<file path="src/rtl/music_pkg.sv">
// Shared types and constants for the music sequencer.
package music_pkg;

  localparam int unsigned MEM_DEPTH  = 16;
  // Registered address plus synchronous RAM read.
  localparam int unsigned RD_LATENCY = 2;

  typedef enum logic [2:0] {
    StIdle,
    StRecStrobe,
    StRecGap,
    StPlaySetup,
    StPlayHold,
    StPlayNext
  } seq_state_t;

  function automatic logic is_play_state(seq_state_t s);
    return (s == StPlaySetup) || (s == StPlayHold) || (s == StPlayNext);
  endfunction

endpackage

</file>
<file path="src/rtl/rise_detect.sv">
// Rising-edge detector with a reset-to-1 history flop, so that a level
// held high through reset does not produce an edge.
module rise_detect (
  input  logic clk,
  input  logic reset,
  input  logic sig_i,
  output logic rise_o
);

  logic hist_q, hist_d;

  // Next history is simply the current level.
  always_comb begin
    hist_d = sig_i;
  end

  // History register, synchronous active-low reset to 1.
  always_ff @(posedge clk) begin
    if (!reset) begin
      hist_q <= 1'b1;
    end else begin
      hist_q <= hist_d;
    end
  end

  assign rise_o = sig_i & ~hist_q;

endmodule

</file>
<file path="src/rtl/music_seq_ctrl.sv">
// Record/playback sequencer for the note datapath.
// Optional build macro MUSIC_SEQ_LOOP_PLAYBACK_EN: playback wraps to the first
// note after the last one and repeats until stop_req or reset.
module music_seq_ctrl
  import music_pkg::*;
#(
  parameter int unsigned NOTE_CYCLES = 25000000,
  parameter int unsigned MEM_DEPTH   = 16
) (
  input  logic       clk,
  input  logic       reset,
  input  logic       record_req,
  input  logic       play_req,
  input  logic       stop_req,
  output logic       ld_note,
  output logic       ld_play,
  output logic [3:0] note_counter,
  output logic       display_note,
  output logic       next_note_en,
  output logic [4:0] note_count,
  output logic       playing,
  output logic       mem_full
);

  localparam int unsigned HoldW = $clog2(NOTE_CYCLES);
  localparam logic [HoldW-1:0] HoldLast    = HoldW'(NOTE_CYCLES - 1);
  // Outputs are registered, so pulses are launched one hold count early.
  localparam logic [HoldW-1:0] HoldPreLast = HoldW'(NOTE_CYCLES - 2);
  localparam logic [HoldW-1:0] HoldPreShow = HoldW'(RD_LATENCY - 1);
  localparam logic [4:0]       CountFull   = 5'(MEM_DEPTH);

  seq_state_t       state_q, state_d;
  logic [HoldW-1:0] hold_q, hold_d;
  logic [4:0]       count_q, count_d;
  logic [3:0]       addr_q, addr_d;
  logic ld_note_q, ld_note_d, ld_play_q, ld_play_d;
  logic display_q, display_d, next_en_q, next_en_d;
  logic playing_q, playing_d, mem_full_q, mem_full_d;
  logic rec_rise, play_rise, last_note;

  rise_detect u_rec_rise (
    .clk    (clk),
    .reset  (reset),
    .sig_i  (record_req),
    .rise_o (rec_rise)
  );

  rise_detect u_play_rise (
    .clk    (clk),
    .reset  (reset),
    .sig_i  (play_req),
    .rise_o (play_rise)
  );

  assign last_note = ({1'b0, addr_q} == (count_q - 5'd1));

  // Next state and next values of all registered outputs.
  always_comb begin
    state_d   = state_q;
    hold_d    = hold_q;
    count_d   = count_q;
    addr_d    = addr_q;
    ld_note_d = 1'b0;
    ld_play_d = 1'b0;
    display_d = 1'b0;
    next_en_d = 1'b0;
    unique case (state_q)
      StIdle: begin
        // Play has priority; a simultaneous record edge is dropped.
        if (play_rise && (count_q != 5'd0)) begin
          state_d   = StPlaySetup;
          ld_play_d = 1'b1;
          addr_d    = 4'd0;
          hold_d    = '0;
        end else if (rec_rise && !mem_full_q) begin
          state_d   = StRecStrobe;
          ld_note_d = 1'b1;
        end
      end
      StRecStrobe: state_d = StRecGap;
      StRecGap: begin
        state_d = StIdle;
        if (count_q != CountFull) count_d = count_q + 5'd1;
      end
      StPlaySetup: begin
        state_d   = StPlayHold;
        ld_play_d = 1'b1;
        hold_d    = '0;
      end
      StPlayHold: begin
        ld_play_d = 1'b1;
        hold_d    = hold_q + 1'b1;
        if (hold_q == HoldPreShow) display_d = 1'b1;
        if (hold_q == HoldPreLast) next_en_d = 1'b1;
        if (hold_q == HoldLast) begin
          state_d = StPlayNext;
          hold_d  = '0;
        end
      end
      StPlayNext: begin
        hold_d = '0;
        if (last_note) begin
          addr_d = 4'd0;
`ifdef MUSIC_SEQ_LOOP_PLAYBACK_EN
          state_d   = StPlayHold;
          ld_play_d = 1'b1;
`else
          state_d   = StIdle;
`endif
        end else begin
          addr_d    = addr_q + 4'd1;
          state_d   = StPlayHold;
          ld_play_d = 1'b1;
        end
      end
      default: state_d = StIdle;
    endcase
    // Stop aborts playback immediately and suppresses any pending pulse.
    if (stop_req && is_play_state(state_q)) begin
      state_d   = StIdle;
      ld_play_d = 1'b0;
      addr_d    = 4'd0;
      hold_d    = '0;
      display_d = 1'b0;
      next_en_d = 1'b0;
    end
    playing_d  = is_play_state(state_d);
    mem_full_d = (count_d == CountFull);
  end

  // State and output registers, synchronous active-low reset.
  always_ff @(posedge clk) begin
    if (!reset) begin
      state_q    <= StIdle;
      hold_q     <= '0;
      count_q    <= 5'd0;
      addr_q     <= 4'd0;
      ld_note_q  <= 1'b0;
      ld_play_q  <= 1'b0;
      display_q  <= 1'b0;
      next_en_q  <= 1'b0;
      playing_q  <= 1'b0;
      mem_full_q <= 1'b0;
    end else begin
      state_q    <= state_d;
      hold_q     <= hold_d;
      count_q    <= count_d;
      addr_q     <= addr_d;
      ld_note_q  <= ld_note_d;
      ld_play_q  <= ld_play_d;
      display_q  <= display_d;
      next_en_q  <= next_en_d;
      playing_q  <= playing_d;
      mem_full_q <= mem_full_d;
    end
  end

  assign ld_note      = ld_note_q;
  assign ld_play      = ld_play_q;
  assign note_counter = addr_q;
  assign display_note = display_q;
  assign next_note_en = next_en_q;
  assign note_count   = count_q;
  assign playing      = playing_q;
  assign mem_full     = mem_full_q;

endmodule

</file>
<file path="config.mk">
export PLATFORM = sky130hd
export DESIGN_NAME = music_seq_ctrl
export DESIGN_NICKNAME = d
export VERILOG_FILES = /design/src/rtl/music_pkg.sv /design/src/rtl/rise_detect.sv /design/src/rtl/music_seq_ctrl.sv
export SDC_FILE = /design/constraint.sdc
export NUM_CORES = 1
export LEC_CHECK = 0
export CAP_MARGIN = 25
export CELL_PAD_IN_SITES_DETAIL_PLACEMENT = 1
export CELL_PAD_IN_SITES_GLOBAL_PLACEMENT = 1
export CORE_UTILIZATION = 25
export CTS_BUF_LIST = sky130_fd_sc_hd__clkbuf_8 sky130_fd_sc_hd__clkbuf_16
export DETAILED_ROUTE_END_ITERATION = 8
export MAX_ROUTING_LAYER = met4
export PLACE_DENSITY_LB_ADDON = 0.1
export REMOVE_ABC_BUFFERS = 1
export SLEW_MARGIN = 25
export SYNTH_ARGS = -nofsm -noshare
export SYNTH_HDL_FRONTEND = slang
export SYNTH_SLANG_ARGS = --single-unit
</file>
<file path="constraint.sdc">
create_clock -name clk -period 2.4 [get_ports clk]
set_input_delay 0.48 -clock clk [delete_from_list [all_inputs] [get_ports clk]]
set_output_delay 0.48 -clock clk [all_outputs]
set_load 0.05 [all_outputs]
</file>
==> results.md <==
- Placed Instances: 451
- Core area: 9950 µm²
- Gate Count Post-Synth: 295
- Sw Share: 0.248
- Die width: 104 µm
- Pwr per Cell Area: 420 nW/µm²
- Clk_lat worst skew: ~300 ps
- Critical Path RT: around 2600 ps
- Most common flop cell mapped by yosys: dfxtp_1
- Hold crit path type: reg -> reg
- Area Overhead vs Synth: 18.4%
- Initial antenna violation count: 0
- CTS tree: built
- End point of the critical path: hold_q[1]
- Ant diodes: 0
- Fin util: 0.310
- Leak: 1.05 nW
- FF-to-FF Start: note_count[0]
- Worst-margin pin slew: 725 ps
- Worst setup margin: 221 ps
- Comb power frac: 0.051
- Post-synthesis area per instance: 8.85 µm²
- Overflow after GRT: 0
- Run status: finished, final reports clean
- FF+latch count, synth: 45
- Clock Tree Root: clkbuf_8
- Fraction of layout cells with a size suffix above 1: 0.156
- Worst setup startpoint: note_count[0]
- Vias in the first global route: 2209
- Vias: roughly 2200
- Clock sinks: 45
- Reg2Reg Depth: 8
- Fmax achieved: 0.459 GHz
- Synth Warn #: 0
- Post-synth ARST share: 0
- CTS Buffer Depth: 2
- Pin count of the biggest net entering global routing: 26
- Internal: 0.976 mW
- Multi-input logic area: 1560 µm²
- Period utilization: 0.908
- Mapped cell area: around 2600 µm²
- RSZ-0062 raised after global routing: false
- Startpoint Class: flop
- Starting density of the core: 0.262
- Seq pwr share: 0.581
- Postcts setup bufs: 0
- Mean routed wirelength per cell: 15.5 µm
- Finished Layout Cells: between 400 and 500
- Commonest non-fill, non-tap cell in the layout: dfxtp_1
- Clock-pin slew on the worst setup and hold paths: 90 ps
- WHS: 525 ps
- Clock skew: 17.7 ps
- Reg2reg setup slack: 220 ps
- Hold Vio Cnt, Final: 0
- Storage element area: 901 µm²
- CTS Buf Count: 5
- Post_cts resized: 0
- Dpl hpwl: 5410 µm
- Worst VDD drop: 0.194 mV
- Netlist cell types: 60
- Drt pass-1 iters: 4
- First-pass GRT wire length: 11800 µm
- Sequential fraction of the synthesis area: 0.345
- Hold_buf cts: 0
- H-tree Lvls: 2
- Slew headroom: 0.510
- Die area: 10900 µm²
- Final setup violation count: 0
- Post-synth EDFFs: 0
- Place WS: 46.5 ps
- Crit path kind: reg -> reg
- Setup crit end kind: flop
- Gpl congestion: 0.766
- Switching power: 0.321 mW
- GRT Overall Usage: 0.142
- Io pins: 20
- Reg-to-reg endpoint: hold_q[1]
- Final slew viol count: 0
- Fin nets: 336
- Initial DRC Count: roughly 120
- Clk network pwr share: 0.368
- Fillers: 1175
- Die H: 104 µm
- Tmin final: 2180 ps
- WL final: 7100 µm
- DRC Markers: 0
- Crit-path max FO: 25
- Cell Rows: 36
- Max Cap Viol: 0
- Arr. time, crit path: 2400 ps
- Commonest non-fill, non-tap cells in the layout: dfxtp_1, nor2_1, xnor2_1, clkdlybuf4s50_1, buf_4
- Number of I/O port buffers: 19
- Post-route ant nets: 0
- Vias per inst: 4.85
## cells in the mapped netlist, types with 2 or more instances
cell	n	area (µm²)
a211oi_1	10	75.1
and3_1	4	25.0
xor2_1	5	43.8
nor4_1	5	31.3
or4_4	2	22.5
nor4b_1	5	43.8
o21ai_0	6	30.0
o211ai_1	5	37.5
a21oi_1	13	65.1
nand3_1	11	55.1
a211oi_2	3	37.5
nand4_1	10	62.6
a2111oi_0	3	26.3
clkbuf_1	4	15.0
dfxtp_1	45	901
nand4b_1	2	17.5
nand2_1	12	45.0
nand2b_1	6	37.5
xnor2_1	25	219
and4_1	3	26.3
or2_1	2	12.5
nor2_2	5	31.3
nand3b_1	2	15.0
or2_2	2	12.5
buf_6	5	56.3
ha_1	6	75.1
buf_2	5	25.0
o22ai_1	3	18.8
and2_1	4	25.0
nor3_1	7	35.0
nor2_1	29	109
nor2b_1	7	43.8
inv_1	12	45.0
## stage by stage
step                instance area, µm²  power (mW)  setup TNS (ps)
global placement                  3010       0.839               0
global route                      3090        1.36               0
finish                            3090        1.30               0
CTS                               3090        1.31               0
floorplan                         2510       0.808            -143
detailed placement                3010       0.839               0
## per-layer routing
metal	part of all wire	global-route usage	vias to the layer above	wire [µm]
met4	0.010	0.0316	0	72
met5	0	-	-	0
met2	0.44	0.215	24	3130
li1	-	-	1115	-
met3	0.022	0.0213	6	153
met1	0.53	0.198	1080	3740
## state kept, by name, summed over array words and instances, names as in the netlist
| signal | cells |
|---|---|
| display_note | 1 |
| ld_note | 1 |
| state_q | 3 |
| mem_full | 1 |
| ld_play | 1 |
| next_note_en | 1 |
| hold_q | 25 |
| u_rec_rise.hist_q | 1 |
| note_counter | 4 |
| playing | 1 |
| note_count | 5 |
| u_play_rise.hist_q | 1 |
## area by class of cell
type | instances | area share
Inverter | 12 | 0.0146
Clock buffer | 5 | 0.0223
Multi-Input combinational cell | 223 | 0.505
Timing Repair Buffer | 38 | 0.108
Tap cell | 133 | 0.0539
Sequential cell | 45 | 0.292
Clock inverter | 3 | 0.00486
## power groups by stage
stage                     logic (mW)  clock network [mW]  registers, mW
final                         0.0655               0.477          0.754
after CTS                     0.0672               0.492          0.754
after detailed placement      0.0670                   0          0.772
after global placement        0.0674                   0          0.772
after global routing          0.0724               0.532          0.755
after floorplan               0.0315                   0          0.776
## worst min path at each step
stage	from	end	slack [ps]	cells past startpoint
after CTS	note_counter[3]	note_counter[3]	540	2
final	note_counter[3]	note_counter[3]	530	2
after global routing	note_counter[0]	note_counter[0]	570	2
after floorplan	hold_q[23]	hold_q[23]	500	2
after global placement	note_counter[3]	note_counter[3]	520	2
after detailed placement	note_counter[3]	note_counter[3]	520	2
## critical path, cell delays in order (launching register included)
cell      delay, ps
dfxtp_1         310
inv_1           110
ha_1            190
or4b_4          520
nand3_4         170
buf_4           180
nand2_4          80
a21o_4          330
a211oi_2        220
## logic make-up after synthesis
kind of cell               share of synthesized area
muxes                                        0.00384
AOI/OAI and AO/OA                              0.151
buffers and inverters                         0.0570
DFF                                            0.345
xor gates and xnor gates                       0.101
adders and majority gates                     0.0288
and+or+nand+nor                                0.314
Note: power is estimated with default switching activity, not from simulation.
